File: src/rtl/mem_arbiter_pkg.sv
// rtl/mem_arbiter_pkg.sv - shared types and default widths for the mem_arbiter slice
package mem_arbiter_pkg;

  localparam int ADDR_W_DEF = 28;
  localparam int LINE_W_DEF = 128;

  typedef enum logic [1:0] {
    IDLE = 2'd0,
    BUSY = 2'd1,
    DONE = 2'd2
  } state_t;

  typedef enum logic {
    OWN_I = 1'b0,
    OWN_D = 1'b1
  } owner_t;

endpackage

File: src/rtl/mem_arbiter_if.sv
// rtl/mem_arbiter_if.sv - I-cache, D-cache and memory port bundle of mem_arbiter
interface mem_arbiter_if import mem_arbiter_pkg::*; #(
  parameter int ADDR_W = ADDR_W_DEF,
  parameter int LINE_W = LINE_W_DEF
);

  logic              ic_read;
  logic [ADDR_W-1:0] ic_addr;
  logic [LINE_W-1:0] ic_rdata;
  logic              ic_ready;

  logic              dc_read;
  logic              dc_write;
  logic [ADDR_W-1:0] dc_addr;
  logic [LINE_W-1:0] dc_wdata;
  logic [LINE_W-1:0] dc_rdata;
  logic              dc_ready;

  logic              mem_read;
  logic              mem_write;
  logic [ADDR_W-1:0] mem_addr;
  logic [LINE_W-1:0] mem_wdata;
  logic [LINE_W-1:0] mem_rdata;
  logic              mem_ready;

  // slave: the arbiter; master: the caches plus the memory behind it
  modport slave (
    input  ic_read, ic_addr, dc_read, dc_write, dc_addr, dc_wdata, mem_rdata, mem_ready,
    output ic_rdata, ic_ready, dc_rdata, dc_ready, mem_read, mem_write, mem_addr, mem_wdata
  );

  modport master (
    output ic_read, ic_addr, dc_read, dc_write, dc_addr, dc_wdata, mem_rdata, mem_ready,
    input  ic_rdata, ic_ready, dc_rdata, dc_ready, mem_read, mem_write, mem_addr, mem_wdata
  );

endinterface

File: src/rtl/mem_arbiter_pick.sv
// rtl/mem_arbiter_pick.sv - grant selection between I-cache and D-cache requests
// MEM_ARBITER_RR_EN selects round-robin with a pointer flop; otherwise D always wins.
module mem_arbiter_pick import mem_arbiter_pkg::*; (
`ifdef MEM_ARBITER_RR_EN
  input  logic   clk,
  input  logic   rst,
  input  logic   take,
`endif
  input  logic   ic_req,
  input  logic   dc_req,
  output owner_t grant
);

`ifdef MEM_ARBITER_RR_EN
  owner_t ptr_q;
  owner_t ptr_d;

  always_ff @(posedge clk or negedge rst) begin
    if (!rst) begin
      ptr_q <= OWN_D;
    end else begin
      ptr_q <= ptr_d;
    end
  end

  // The pointer only moves when a grant is actually taken, and then points away from it.
  always_comb begin
    if (ic_req && dc_req) begin
      grant = ptr_q;
    end else if (dc_req) begin
      grant = OWN_D;
    end else begin
      grant = OWN_I;
    end
    ptr_d = ptr_q;
    if (take) begin
      ptr_d = (grant == OWN_D) ? OWN_I : OWN_D;
    end
  end
`else
  assign grant = (dc_req || !ic_req) ? OWN_D : OWN_I;
`endif

endmodule

File: src/rtl/mem_arbiter.sv
// rtl/mem_arbiter.sv - shares one memory port between I-cache fills and D-cache reads/writes
// Define MEM_ARBITER_RR_EN for round-robin between simultaneous requests.
module mem_arbiter import mem_arbiter_pkg::*; #(
  parameter int ADDR_W = ADDR_W_DEF,
  parameter int LINE_W = LINE_W_DEF
) (
  input logic          clk,
  input logic          rst,
  mem_arbiter_if.slave bus
);

  state_t            state_q, state_d;
  owner_t            owner_q, owner_d;
  owner_t            grant;
  logic              mem_read_q, mem_read_d;
  logic              mem_write_q, mem_write_d;
  logic [ADDR_W-1:0] mem_addr_q, mem_addr_d;
  logic [LINE_W-1:0] mem_wdata_q, mem_wdata_d;
  logic [LINE_W-1:0] ic_rdata_q, ic_rdata_d;
  logic [LINE_W-1:0] dc_rdata_q, dc_rdata_d;
  logic              ic_ready_q, ic_ready_d;
  logic              dc_ready_q, dc_ready_d;
  logic              any_req;

  assign any_req = bus.ic_read | bus.dc_read | bus.dc_write;

  mem_arbiter_pick u_pick (
`ifdef MEM_ARBITER_RR_EN
    .clk   (clk),
    .rst   (rst),
    .take  ((state_q == IDLE) && any_req),
`endif
    .ic_req(bus.ic_read),
    .dc_req(bus.dc_read | bus.dc_write),
    .grant (grant)
  );

  always_ff @(posedge clk or negedge rst) begin
    if (!rst) begin
      state_q     <= IDLE;
      owner_q     <= OWN_D;
      mem_read_q  <= 1'b0;
      mem_write_q <= 1'b0;
      mem_addr_q  <= '0;
      mem_wdata_q <= '0;
      ic_rdata_q  <= '0;
      dc_rdata_q  <= '0;
      ic_ready_q  <= 1'b0;
      dc_ready_q  <= 1'b0;
    end else begin
      state_q     <= state_d;
      owner_q     <= owner_d;
      mem_read_q  <= mem_read_d;
      mem_write_q <= mem_write_d;
      mem_addr_q  <= mem_addr_d;
      mem_wdata_q <= mem_wdata_d;
      ic_rdata_q  <= ic_rdata_d;
      dc_rdata_q  <= dc_rdata_d;
      ic_ready_q  <= ic_ready_d;
      dc_ready_q  <= dc_ready_d;
    end
  end

  // DONE never samples requests, so a requester still holding after ready is not re-served.
  always_comb begin
    state_d = state_q;
    case (state_q)
      IDLE:    if (any_req) state_d = BUSY;
      BUSY:    if (bus.mem_ready) state_d = DONE;
      DONE:    state_d = IDLE;
      default: state_d = IDLE;
    endcase
  end

  always_comb begin
    owner_d     = owner_q;
    mem_read_d  = mem_read_q;
    mem_write_d = mem_write_q;
    mem_addr_d  = mem_addr_q;
    mem_wdata_d = mem_wdata_q;
    ic_rdata_d  = ic_rdata_q;
    dc_rdata_d  = dc_rdata_q;
    ic_ready_d  = 1'b0;
    dc_ready_d  = 1'b0;
    if ((state_q == IDLE) && any_req) begin
      owner_d = grant;
      if (grant == OWN_D) begin
        // read+write together is a write
        mem_write_d = bus.dc_write;
        mem_read_d  = ~bus.dc_write;
        mem_addr_d  = bus.dc_addr;
        mem_wdata_d = bus.dc_wdata;
      end else begin
        mem_write_d = 1'b0;
        mem_read_d  = 1'b1;
        mem_addr_d  = bus.ic_addr;
      end
    end
    if ((state_q == BUSY) && bus.mem_ready) begin
      mem_read_d  = 1'b0;
      mem_write_d = 1'b0;
      if (owner_q == OWN_D) begin
        dc_ready_d = 1'b1;
        if (mem_read_q) dc_rdata_d = bus.mem_rdata;
      end else begin
        ic_ready_d = 1'b1;
        if (mem_read_q) ic_rdata_d = bus.mem_rdata;
      end
    end
  end

  assign bus.mem_read  = mem_read_q;
  assign bus.mem_write = mem_write_q;
  assign bus.mem_addr  = mem_addr_q;
  assign bus.mem_wdata = mem_wdata_q;
  assign bus.ic_rdata  = ic_rdata_q;
  assign bus.ic_ready  = ic_ready_q;
  assign bus.dc_rdata  = dc_rdata_q;
  assign bus.dc_ready  = dc_ready_q;

endmodule

File: src/flat_wrapper.sv
// flat-port wrapper written by rule: the top's interface ports become plain ports
module mem_arbiter_flat import mem_arbiter_pkg::*;
#(
  parameter int ADDR_W = ADDR_W_DEF,
  parameter int LINE_W = LINE_W_DEF
)
  (clk, rst, bus_ic_read, bus_ic_addr, bus_dc_read, bus_dc_write, bus_dc_addr, bus_dc_wdata, bus_mem_rdata, bus_mem_ready, bus_ic_rdata, bus_ic_ready, bus_dc_rdata, bus_dc_ready, bus_mem_read, bus_mem_write, bus_mem_addr, bus_mem_wdata);
  mem_arbiter_if #(.ADDR_W(ADDR_W), .LINE_W(LINE_W)) bus_i ();
  input logic clk;
  input logic rst;
  input wire logic [$bits(bus_i.ic_read)-1:0] bus_ic_read;
  input wire logic [$bits(bus_i.ic_addr)-1:0] bus_ic_addr;
  input wire logic [$bits(bus_i.dc_read)-1:0] bus_dc_read;
  input wire logic [$bits(bus_i.dc_write)-1:0] bus_dc_write;
  input wire logic [$bits(bus_i.dc_addr)-1:0] bus_dc_addr;
  input wire logic [$bits(bus_i.dc_wdata)-1:0] bus_dc_wdata;
  input wire logic [$bits(bus_i.mem_rdata)-1:0] bus_mem_rdata;
  input wire logic [$bits(bus_i.mem_ready)-1:0] bus_mem_ready;
  output wire logic [$bits(bus_i.ic_rdata)-1:0] bus_ic_rdata;
  output wire logic [$bits(bus_i.ic_ready)-1:0] bus_ic_ready;
  output wire logic [$bits(bus_i.dc_rdata)-1:0] bus_dc_rdata;
  output wire logic [$bits(bus_i.dc_ready)-1:0] bus_dc_ready;
  output wire logic [$bits(bus_i.mem_read)-1:0] bus_mem_read;
  output wire logic [$bits(bus_i.mem_write)-1:0] bus_mem_write;
  output wire logic [$bits(bus_i.mem_addr)-1:0] bus_mem_addr;
  output wire logic [$bits(bus_i.mem_wdata)-1:0] bus_mem_wdata;
  assign bus_i.ic_read = bus_ic_read;
  assign bus_i.ic_addr = bus_ic_addr;
  assign bus_i.dc_read = bus_dc_read;
  assign bus_i.dc_write = bus_dc_write;
  assign bus_i.dc_addr = bus_dc_addr;
  assign bus_i.dc_wdata = bus_dc_wdata;
  assign bus_i.mem_rdata = bus_mem_rdata;
  assign bus_i.mem_ready = bus_mem_ready;
  assign bus_ic_rdata = bus_i.ic_rdata;
  assign bus_ic_ready = bus_i.ic_ready;
  assign bus_dc_rdata = bus_i.dc_rdata;
  assign bus_dc_ready = bus_i.dc_ready;
  assign bus_mem_read = bus_i.mem_read;
  assign bus_mem_write = bus_i.mem_write;
  assign bus_mem_addr = bus_i.mem_addr;
  assign bus_mem_wdata = bus_i.mem_wdata;
  mem_arbiter #(.ADDR_W(ADDR_W), .LINE_W(LINE_W)) u_core (.clk(clk), .rst(rst), .bus(bus_i));
endmodule
File: config.mk
export PLATFORM = sky130hd
export DESIGN_NAME = mem_arbiter_flat
export DESIGN_NICKNAME = d
export VERILOG_FILES = /design/src/rtl/mem_arbiter_pkg.sv /design/src/rtl/mem_arbiter_if.sv /design/src/rtl/mem_arbiter_pick.sv /design/src/rtl/mem_arbiter.sv /design/src/flat_wrapper.sv
export SDC_FILE = /design/constraint.sdc
export NUM_CORES = 1
export LEC_CHECK = 0
export BUFFER_PORTS_ARGS = -buffer_cell sky130_fd_sc_hd__buf_2
export CORE_AREA = 2 2 286 288
export CTS_CLUSTER_SIZE = 40
export DETAILED_ROUTE_END_ITERATION = 6
export DIE_AREA = 0 0 288 290
export SLEW_MARGIN = 20
export SYNTH_ARGS = -nofsm -noshare
export SYNTH_HDL_FRONTEND = slang
export SYNTH_HIERARCHICAL = 1
export SYNTH_SLANG_ARGS = --single-unit
export TNS_END_PERCENT = 10
File: constraint.sdc
create_clock -name clk -period 2.4 [get_ports clk]
set_input_delay 0 -clock clk [delete_from_list [all_inputs] [get_ports clk]]
set_output_delay 0 -clock clk [all_outputs]
set_load 0.005 [all_outputs]
Word level (Yosys, flattened, before mapping)
Cells that the tools add are included.
{"block": "totals", "register_bits": 419, "inputBits": 318, "out_inout_bits": 416, "elab_cells": 43}
{"block": "op_classes", "n_eq_ne": 3, "mux": 15, "n_bitwise": 5, "reduce_logical": 10}
{"operator": "2-to-1 mux 28 bit", "n": 1}
{"operator": "2-to-1 mux 1 bit", "n": 11}
{"operator": "AND reduction 3 bit", "n": 2}
{"operator": "2-to-1 mux 2 bit", "n": 2}
{"operator": "case mux 2 bit (2 select lines)", "n": 1}
{"operator": "AND reduction 2 bit", "n": 2}
{"operator": "OR 1 bit", "n": 3}
{"operator": "equality test 2 x 1 -> 1 bit, second input constant", "n": 1}
{"operator": "logical AND 1 bit", "n": 2}
{"operator": "logical NOT 2 bit", "n": 1}
{"operator": "inequality test 2 x 1 -> 1 bit, second input constant", "n": 1}
{"operator": "inequality test 2 bit, second input constant", "n": 1}
{"operator": "inverter 1 bit", "n": 2}
{"operator": "nonzero test 2 bit", "n": 1}
{"operator": "logical NOT 1 bit", "n": 1}
{"operator": "logical OR 1 bit", "n": 1}

Depth between registers and ports, before layout
Gate-level depths: netlist of the first run.
{"block": "depth", "ltp_word": 6, "mapped_depth": 7, "depth_no_buf": 5}

Cells and area by module
The synthesis of the first run kept the hierarchy.
{"mod": "mem_arbiter", "instances": 1, "cells_per_inst": 970, "area_each_um2": 16419.5, "seq_area_each_um2": 10486.3}
{"mod": "mem_arbiter_pick", "instances": 1, "cells_per_inst": 1, "area_each_um2": 6.3, "seq_area_each_um2": 0.0}

Least setup slack after synthesis of the first run
OpenSTA, ideal clock, no wires.
{"block": "synth_timing", "path_type": "register to register", "startpoint": "register u_core.state_q[1]", "endpoint": "register u_core.ic_rdata_q[100], in the netlist u_core/bus.ic_rdata[100]", "setup_ps": 125, "t_arrival_ps": 1527, "t_required_ps": 2275, "slack_ps": 748, "path_stages_with_launch": 7, "n_path_buf": 3, "period_less_slack_ps": 1652, "cell_sequence": "dfrtp_1 > and3b_1 > buf_6 > and3_4 > buf_6 > buf_6 > mux2_4"}
{"block": "synth_between", "elab_chain_cells": 3}
{"item": "start: declaration", "line": "mem_arbiter.sv:12", "text": "state_t state_q, state_d;"}
{"item": "start signal: assignment", "line": "mem_arbiter.sv:51", "text": "state_q <= state_d;"}
{"item": "equality test 2 x 1 -> 1 bit", "line": "mem_arbiter.sv:99", "text": "if ((state_q == BUSY) && bus.mem_ready) begin"}
{"item": "logical AND 1 bit", "line": "mem_arbiter.sv:99"}
{"item": "AND reduction 3 bit (no line)"}
{"item": "end signal: assignment", "line": "mem_arbiter.sv:57", "text": "ic_rdata_q <= ic_rdata_d;"}
{"item": "end: declaration", "line": "mem_arbiter.sv:19", "text": "logic [LINE_W-1:0] ic_rdata_q, ic_rdata_d;"}
No other way between the ends.
A chain may end at the register's enable or synchronous reset.

Worst setup path in the final report of the first run
{"block": "layout_timing", "startpoint": "register u_core.state_q[1]", "endpoint": "register u_core.ic_rdata_q[89], in the netlist u_core/bus.ic_rdata[89]"}
Same word-level chain as after synthesis.

==> metrics, run 1 <==
status=finished, final reports clean; Worst EP arrival=between 2000 and 3000 ps; cell area after layout=26340 um^2; top sig layer=met5; clk slew on worst S/H paths=60 ps; commonest cells in the netlist=dfrtp_1 (418), mux2_2 (273), mux2_4 (111); Clock Path Buffers=3; asr flop ratio synth=100.0%; Max VDD drop=0.0006459 V; Initial Util=around a fifth; CP Capture Type=register; Hold Crit Class=input pin to asynchronous set/reset pin; met1 wire length=approximately 19000 um; final WL=between 50000 and 60000 um; Fmax achieved=0.4727 GHz; Bufs and invs on worst path=2; largest net degree at the start of global routing=76; Critical Path RT=2840 ps; share of cells above drive strength 1=roughly three fifths; gpl congestion=between 0.8 and 0.9; Synth Flop Type=dfrtp_1; remaining routing DRC violations=0; worst-margin pin slew=between 600 and 700 ps; Antenna Nets Post-Route=0; total number of vias=12.57k; metal2 WL=approximately 27000 um; number of max-cap violations=0; Nets=between 2k and 2.5k; total power=between 0.03 and 0.04 W; Yosys top cell area share=63.68%; final non-filler cell total=about 3.2k; cell family with most CP delay=simple AND/OR/NAND/NOR gates; most used cell, CP=buf_12; Avg Cell Area, Syn=around 17 um^2; clock latency on the worst-skew pair=between 500 and 600 ps; critical path class=register to register; leading area contributor after synthesis=dfrtp_1; clock root cell=clkbuf_16; 1st-iter DRT viols=between 300 and 400; placed insts=2746; minimum hold slack=about 60 ps; CP Depth=5; Mapped Nets=between 1k and 1.5k; final hold vios=0; worst-case reg-to-reg path depth=5; Die Wd=288 um; Fillers=~7.8k; GR Overflow Total=0; RSZ-0062 raised after global routing=no; DP Area=21500 um^2; yosys warns=6; CTS Buf Count=46; Avg WL per Cell=around 17 um; relative slew slack=between 50% and 60%; die height=between 200 and 300 um; vias in the first global route=~14k; Worst Skew=around 8.6 ps; number of antenna violations at the first check in global routing=6; Core Rows=between 100 and 150; first-pass GRT wire length=approximately 82000 um; Core ar.=about 80000 um^2; DPL Wire Length=38120 um; TNS Setup=0 ps; synthesized instance count=between 900 and 1k; GRT Total Usage=12.39%; crit path cell chain=and3b_1 > and3_4 > buf_12 > buf_12 > mux2_4; slowest CP cell=dfrtp_1; sequential share of the synthesized area=between 60% and 70%; number of buffers added on ports=approximately 730; Sink Count=between 400 and 500; top-count cell post-synth=dfrtp_1; CP max FO=29; synth top area cells=dfrtp_1 (64%), mux2_2 (19%), mux2_4 (10%); mapped cell area=roughly 16000 um^2; Startpoint Class=register; met3 WL post-DR=about 4300 um; Die ar.=roughly 84000 um^2; Distinct cells, synth=26; Cell Pwr Density=about 1200 nW/um^2; # Post-CTS Setup Buffers=0; I/O Pins=around 730; Final Max Tran Viols=0; Vias/cell=~4; H-tree depth=2; Post-synth EDFFs=0; CTS tree=built; DR pass1 iterations=5; Max stage delay on crit path=approximately 450 ps; fin crit period=about 2100 ps; Final setup viols=0; P&R area growth vs syn=60.35%; synthesized flop and latch total=~420; Tcrit/Tclk final=approximately nine tenths; Lkg Pwr=between 10 and 15 nW
## cell families after synthesis
group | count (synthesis) | synth area share, %
DFF | 419 | 63.84
AOI/OAI and AO/OA | 61 | 2.057
muxes | 412 | 30.57
buffers and inverters | 60 | 2.864
and+or+nand+nor | 19 | 0.6704
## sequential cells by signal, indices dropped and copies added, names as in the netlist
register	cells
u_core/bus.mem_addr	28
u_core/bus.ic_rdata	128
u_core/bus.ic_ready	1
u_core/bus.dc_rdata	128
u_core/owner_q	1
u_core/bus.mem_write	1
u_core/bus.dc_ready	1
u_core/bus.mem_wdata	128
u_core/state_q	2
u_core/bus.mem_read	1
## worst reg2reg max path: stages, from the launching register on
cell	delay, ps
dfrtp_1	450
and3b_1	400
and3_4	270
buf_12	210
buf_12	300
mux2_4	370
## repair_timing
| action | CTS | global route |
|---|---|---|
| hold buffers | 318 | 0 |
| endpoints found under the hold margin | 778 | 0 |
| gates resized for setup | 0 | 0 |
## power by group
part           switching, W  internal (W)  total [W]  leakage (nW)
combinational       0.00422       0.00620     0.0104          6.88
clock               0.00290       0.00480    0.00770         0.807
sequential          0.00192        0.0105     0.0124          4.99
## final timing paths
path	slack [ps]	to	startpoint
setup / recovery	280	u_core/bus.ic_rdata[89]	u_core/state_q[1]
hold / removal	60	u_core/bus.ic_rdata[54]	rst
setup reg to reg	280	u_core/bus.ic_rdata[89]	u_core/state_q[1]
hold reg to reg	500	u_core/bus.dc_rdata[111]	u_core/bus.dc_rdata[111]
max in group asynchronous	1510	u_core/owner_q	rst
min in group clk	110	u_core/owner_q	bus_ic_read
## stage by stage
step | setup WS [ps] | util, %
6_report | 284.5 | 32.86
5_1_grt | 133.5 | 32.86
4_1_cts | 308.7 | 32.85
3_5_place_dp | 324.6 | 26.82
3_3_place_gp | 395.0 | 26.82
2_1_floorplan | 747.8 | -
## layout make-up
class	count	area [um^2]	share of cell area, %
Tap cell	1060	1326	5.035
Multi-Input combinational cell	492	5505	20.90
Inverter	1	3.754	0.01425
Timing Repair Buffer	1092	7357	27.93
Clock buffer	64	1320	5.012
Clock inverter	19	332.8	1.264
Sequential cell	419	10490	39.81
Antenna cell	3	7.507	0.02850
## cell usage in the layout, fill, tap and decap left out, types with 2 or more instances in the layout
cell type / instances
a21oi_1: 33
a31oi_1: 26
and2_1: 2
buf_12: 15
buf_2: 732
buf_4: 26
bufinv_16: 9
clkbuf_1: 9
clkbuf_16: 47
clkbuf_8: 8
clkinv_2: 6
clkinvlp_4: 2
dfrtp_1: 418
diode_2: 3
dlygate4sd3_1: 318
mux2_2: 273
mux2_4: 111
mux2i_1: 28
nand2_1: 2
nand3_4: 2
nor2_1: 2
nor3_1: 2
o21ai_0: 2
## routing by layer
layer / vias to the layer above / global-route usage, %
met5: - / 0
met4: 4 / 6.458
met3: 148 / 3.648
met2: 575 / 22.55
met1: 6220 / 12.69
li1: 5626 / -
No activity file was read; power rests on OpenSTA's default activity.
==> run 2, diff against run 1 <==
CELL_PAD_IN_SITES_DETAIL_PLACEMENT = 1   (was default)
CELL_PAD_IN_SITES_GLOBAL_PLACEMENT = 1   (was default)
CORE_AREA = 2 2 287 289   (was 2 2 286 288)
DIE_AREA = 0 0 289 291   (was 0 0 288 290)
PLACE_DENSITY_LB_ADDON = 0.1   (was default)
==> metrics, run 2 (synthesis gave the netlist of run 1 again) <==
Lkg Pwr=12.77 nW; Final Max Tran Viols=0; worst-case reg-to-reg path depth=4; GRT Total Usage=roughly 15%; Hold Crit Class=input pin to asynchronous set/reset pin; die height=about 290 um; number of max-cap violations=0; Nets=2377; remaining routing DRC violations=0; TNS Setup=0 ps; 1st-iter DRT viols=between 200 and 250; status=finished, final reports clean; Vias/cell=approximately 3.9; share of cells above drive strength 1=about 60%; CTS tree=built; Final setup viols=0; hold buffer count at CTS=316; final non-filler cell total=about 3.2k; placed insts=between 2k and 3k; Critical Path RT=between 2000 and 3000 ps; leading cell type in the layout, fill and taps excluded=buf_2; critical path class=register to register; DR pass1 iterations=4; CP Capture Type=register; # Post-CTS Setup Buffers=0; Die Wd=approximately 290 um; largest net degree at the start of global routing=81; CTS Buf Count=54; Max VDD drop=around 0.00051 V; Worst Skew=19.34 ps; Resize count post-CTS=0; DPL Wire Length=approximately 47000 um; Startpoint Class=register; r2r startpoint=u_core/state_q[1]; P&R area growth vs syn=61.44%; final WL=around 63000 um; Die ar.=roughly 84000 um^2; r2r endpoint=u_core/bus.ic_rdata[65]; number of buffers added on ports=~730; total number of vias=12.51k; Fmax achieved=approximately 0.44 GHz; clock latency on the worst-skew pair=roughly 600 ps; Sink Count=about 420; Clock Path Buffers=3; H-tree depth=2; I/O Pins=between 700 and 800; most frequent cells in the layout=buf_2 (732), dfrtp_1 (418), dlygate4sd3_1 (316); vias in the first global route=roughly 14k; Storage cell area=between 10000 and 15000 um^2; clk slew on worst S/H paths=60 ps; Avg WL per Cell=about 20 um; GR met2 Demand/Resource=about a quarter; number of antenna violations at the first check in global routing=7; met3 GRT Util=just over 4%; CP max FO=24; Multi-input gate area=between 5000 and 6000 um^2; RSZ-0062 raised after global routing=no; Initial Util=20.23%; Core ar.=between 80000 and 90000 um^2; fin crit period=~2300 ps; final hold vios=0; Core Rows=between 100 and 150; Cell Pwr Density=between 1000 and 1500 nW/um^2; first-pass GRT wire length=roughly 93000 um; Tcrit/Tclk final=between 90% and 100%; Fillers=around 9k; Antenna Nets Post-Route=0; met1 Usage GRT=about 16%; clock root cell=clkbuf_16; global routing's busiest layer=met2; Worst EP arrival=2730 ps; setup slack, reg-to-reg=~140 ps; relative slew slack=between 50% and 60%; worst-margin pin slew=roughly 740 ps; gpl congestion=about 0.76; GR Overflow Total=0
[run 2: worst max path at each step]
stage | from | endpoint | depth (start not counted)
floorplan | u_core/state_q[1] | u_core/bus.ic_rdata[100] | 6
global placement | u_core/state_q[1] | u_core/bus.ic_rdata[3] | 4
detailed placement | u_core/state_q[1] | u_core/bus.ic_rdata[3] | 4
CTS | u_core/state_q[1] | u_core/bus.ic_rdata[43] | 4
global route | u_core/state_q[1] | u_core/bus.ic_rdata[3] | 4
finish | u_core/state_q[1] | u_core/bus.ic_rdata[65] | 4
[run 2: layer usage]
| metal | vias up | wire [um] |
|---|---|---|
| met3 | 105 | 4601 |
| met1 | 6287 | 24260 |
| met5 | - | 7 |
| met4 | 2 | 2208 |
| met2 | 458 | 32240 |
| li1 | 5659 | - |
[run 2: worst max-delay path: stages (launching register included)]
cell and delay, ps:
dfrtp_1 450, and3b_1 420, and3_4 610, buf_12 300, mux2_4 320
[run 2: through the flow]
stage	hold slack, ps	util, %	power [W]	area (um^2)	worst slack (ps)
2_1_floorplan	-295.6	-	0.01694	16430	747.8
3_5_place_dp	67.81	26.47	0.02303	21490	74.05
4_1_cts	14.10	32.64	0.03219	26500	66.44
3_3_place_gp	67.09	26.47	0.02286	21490	163.2
6_report	2.458	32.66	0.03149	26520	138.1
5_1_grt	31.67	32.66	0.03351	26510	15.00
[run 2: area by class of cell]
| type | instances | area share, % |
|---|---|---|
| diodes | 7 | 0.06606 |
| clock buffers | 85 | 6.294 |
| clock inverters | 13 | 0.6700 |
| inverters | 1 | 0.01415 |
| multi-input cells | 492 | 20.76 |
| flip-flops and latches | 419 | 39.54 |
| well taps | 1070 | 5.049 |
| repair buffers | 1091 | 27.60 |
[run 2: power by group]
| part | internal (W) | total [W] | leakage [nW] | switching [W] |
|---|---|---|---|---|
| clock network | 0.00517 | 0.00841 | 0.907 | 0.00324 |
| logic | 0.00620 | 0.0108 | 6.87 | 0.00458 |
| registers | 0.0105 | 0.0123 | 4.99 | 0.00184 |
| total | 0.0218 | 0.0315 | 12.8 | 0.00966 |
==> run 3, diff against run 2 <==
GPL_TIMING_DRIVEN = 0   (was default)
SETUP_SLACK_MARGIN = 0.3   (was default)
==> metrics, run 3 (synthesis gave the netlist of run 1 again) <==
status=finished, final reports clean; 1st-iter DRT viols=about 270; Antenna Nets Post-Route=0; Cell Pwr Density=1167 nW/um^2; CTS Buf Count=between 50 and 60; Clock Path Buffers=3; vias in the first global route=between 10k and 15k; clock latency on the worst-skew pair=~600 ps; Lkg Pwr=about 13 nW; minimum hold slack=40.21 ps; Storage cell area=about 10000 um^2; Final Max Tran Viols=0; Fillers=just under 9k; GRT Total Usage=about 15%; Final setup viols=0; remaining routing DRC violations=0; Hold Crit Class=input pin to asynchronous set/reset pin; number of max-cap violations=0; Core ar.=just over 80000 um^2; share of cells above drive strength 1=roughly 60%; Die Wd=~290 um; cell area after layout=26450 um^2; # Post-CTS Setup Buffers=0; GR Overflow Total=0; most frequent cells in the layout=buf_2 (737), dfrtp_1 (418), dlygate4sd3_1 (316); DR pass1 iterations=4; CP Capture Type=register; Worst EP arrival=approximately 2400 ps; first-pass GRT wire length=roughly 95000 um; final WL=around 64000 um; P&R area growth vs syn=61.03%; number of antenna violations at the first check in global routing=5; final hold vios=0; RSZ-0062 raised after global routing=no; Initial Util=20.23%; Avg WL per Cell=roughly 20 um; Vias/cell=just under 4; Tcrit/Tclk final=81.98%; Multi-input gate area=between 5000 and 6000 um^2; Worst Skew=about 30 ps; fin crit period=slightly below 2000 ps; critical path class=register to register; CP max FO=10; gpl congestion=just under 0.8; clk slew on worst S/H paths=60 ps; Fmax achieved=just over 0.5 GHz; H-tree depth=2; Nets=around 2.4k; clock root cell=clkbuf_16; CTS tree=built; die height=slightly below 300 um; relative slew slack=around 40%; Critical Path RT=approximately 2900 ps; total number of vias=about 13k; largest net degree at the start of global routing=between 90 and 100; Startpoint Class=register; Core Rows=105; number of buffers added on ports=about 730; Die ar.=84100 um^2; I/O Pins=734; DPL Wire Length=~49000 um; leading cell type in the layout, fill and taps excluded=buf_2; DP Area=approximately 22000 um^2; Sink Count=about 420; worst-margin pin slew=about 900 ps; Max VDD drop=approximately 0.00045 V
==> run 3: cell count changes in the layout (fill, tap and decap cells not counted), sizes merged, moves of 2 or more <==
cell	change
clkbuf	+8
bufinv	-2
diode	-3
clkinv	+8
buf	+8
inv	-2
==> run 3: area by class of cell <==
cell class                 instances  area share (%)
tap                             1070           5.061
multi-input combinational        492           20.68
timing repair buffer            1055           26.40
inverter                           1         0.01419
antenna                            4         0.03784
buffer                            59           1.774
sequential                       419           39.65
clock buffer                      78           5.828
clock inverter                    16          0.5582
==> run 3: final timing paths <==
check | startpoint | to | slack, ps | depth (start not counted)
max reg2reg | u_core/state_q[1] | u_core/bus.dc_rdata[126] | 430 | 6
max in group asynchronous | rst | u_core/owner_q | 1130 | 5
min in group clk | bus_dc_read | u_core/bus.mem_addr[26] | 130 | 4
min reg2reg | u_core/bus.dc_rdata[35] | u_core/bus.dc_rdata[35] | 500 | 1
min | rst | u_core/bus.dc_rdata[19] | 40 | 3
max | u_core/state_q[1] | u_core/bus.dc_rdata[126] | 430 | 6
==> run 3: what timing repair did <==
action                                 CTS  global route
hold buffers                           317             0
endpoints found under the hold margin  607             0
resized for setup                        0             3
setup endpoints to repair                0             1
==> run 3: metal layers <==
metal / part of all wire [%] / wire length [um] / up-vias / track usage, %
met1: 38 / 24560 / 6317 / 16.80
met3: 7.3 / 4672 / 106 / 4.420
met2: 51 / 33090 / 454 / 26.93
met4: 3.1 / 1996 / 4 / 4.790
li1: - / - / 5694 / -
met5: 0.047 / 30 / - / 0
==> run 3: through the flow <==
stage	setup TNS [ps]	total power, W	std cells	worst slack [ps]	utilization, %
after detailed placement	0	0.02306	2779	355.2	26.58
after CTS	0	0.03162	3190	364.9	32.57
after global routing	0	0.03295	3192	323.3	32.57
final	0	0.03087	3194	432.4	32.58
after floorplan	0	0.01694	971	747.8	-
after global placement	-3278590	0.02286	2774	-7921	26.40
==> run 3: power breakdown <==
group | total [W] | internal (W) | switching [W]
Clock | 0.00779 | 0.00463 | 0.00316
Sequential | 0.0122 | 0.0105 | 0.00171
Combinational | 0.0109 | 0.00623 | 0.00468
Total | 0.0309 | 0.0213 | 0.00955
==> run 3: worst max-delay path: stages, from the launching register on <==
cell and delay [ps]:
dfrtp_1 430, and3b_1 210, buf_6 130, nand3_1 110, buf_2 300, buf_4 300, mux2_2 360
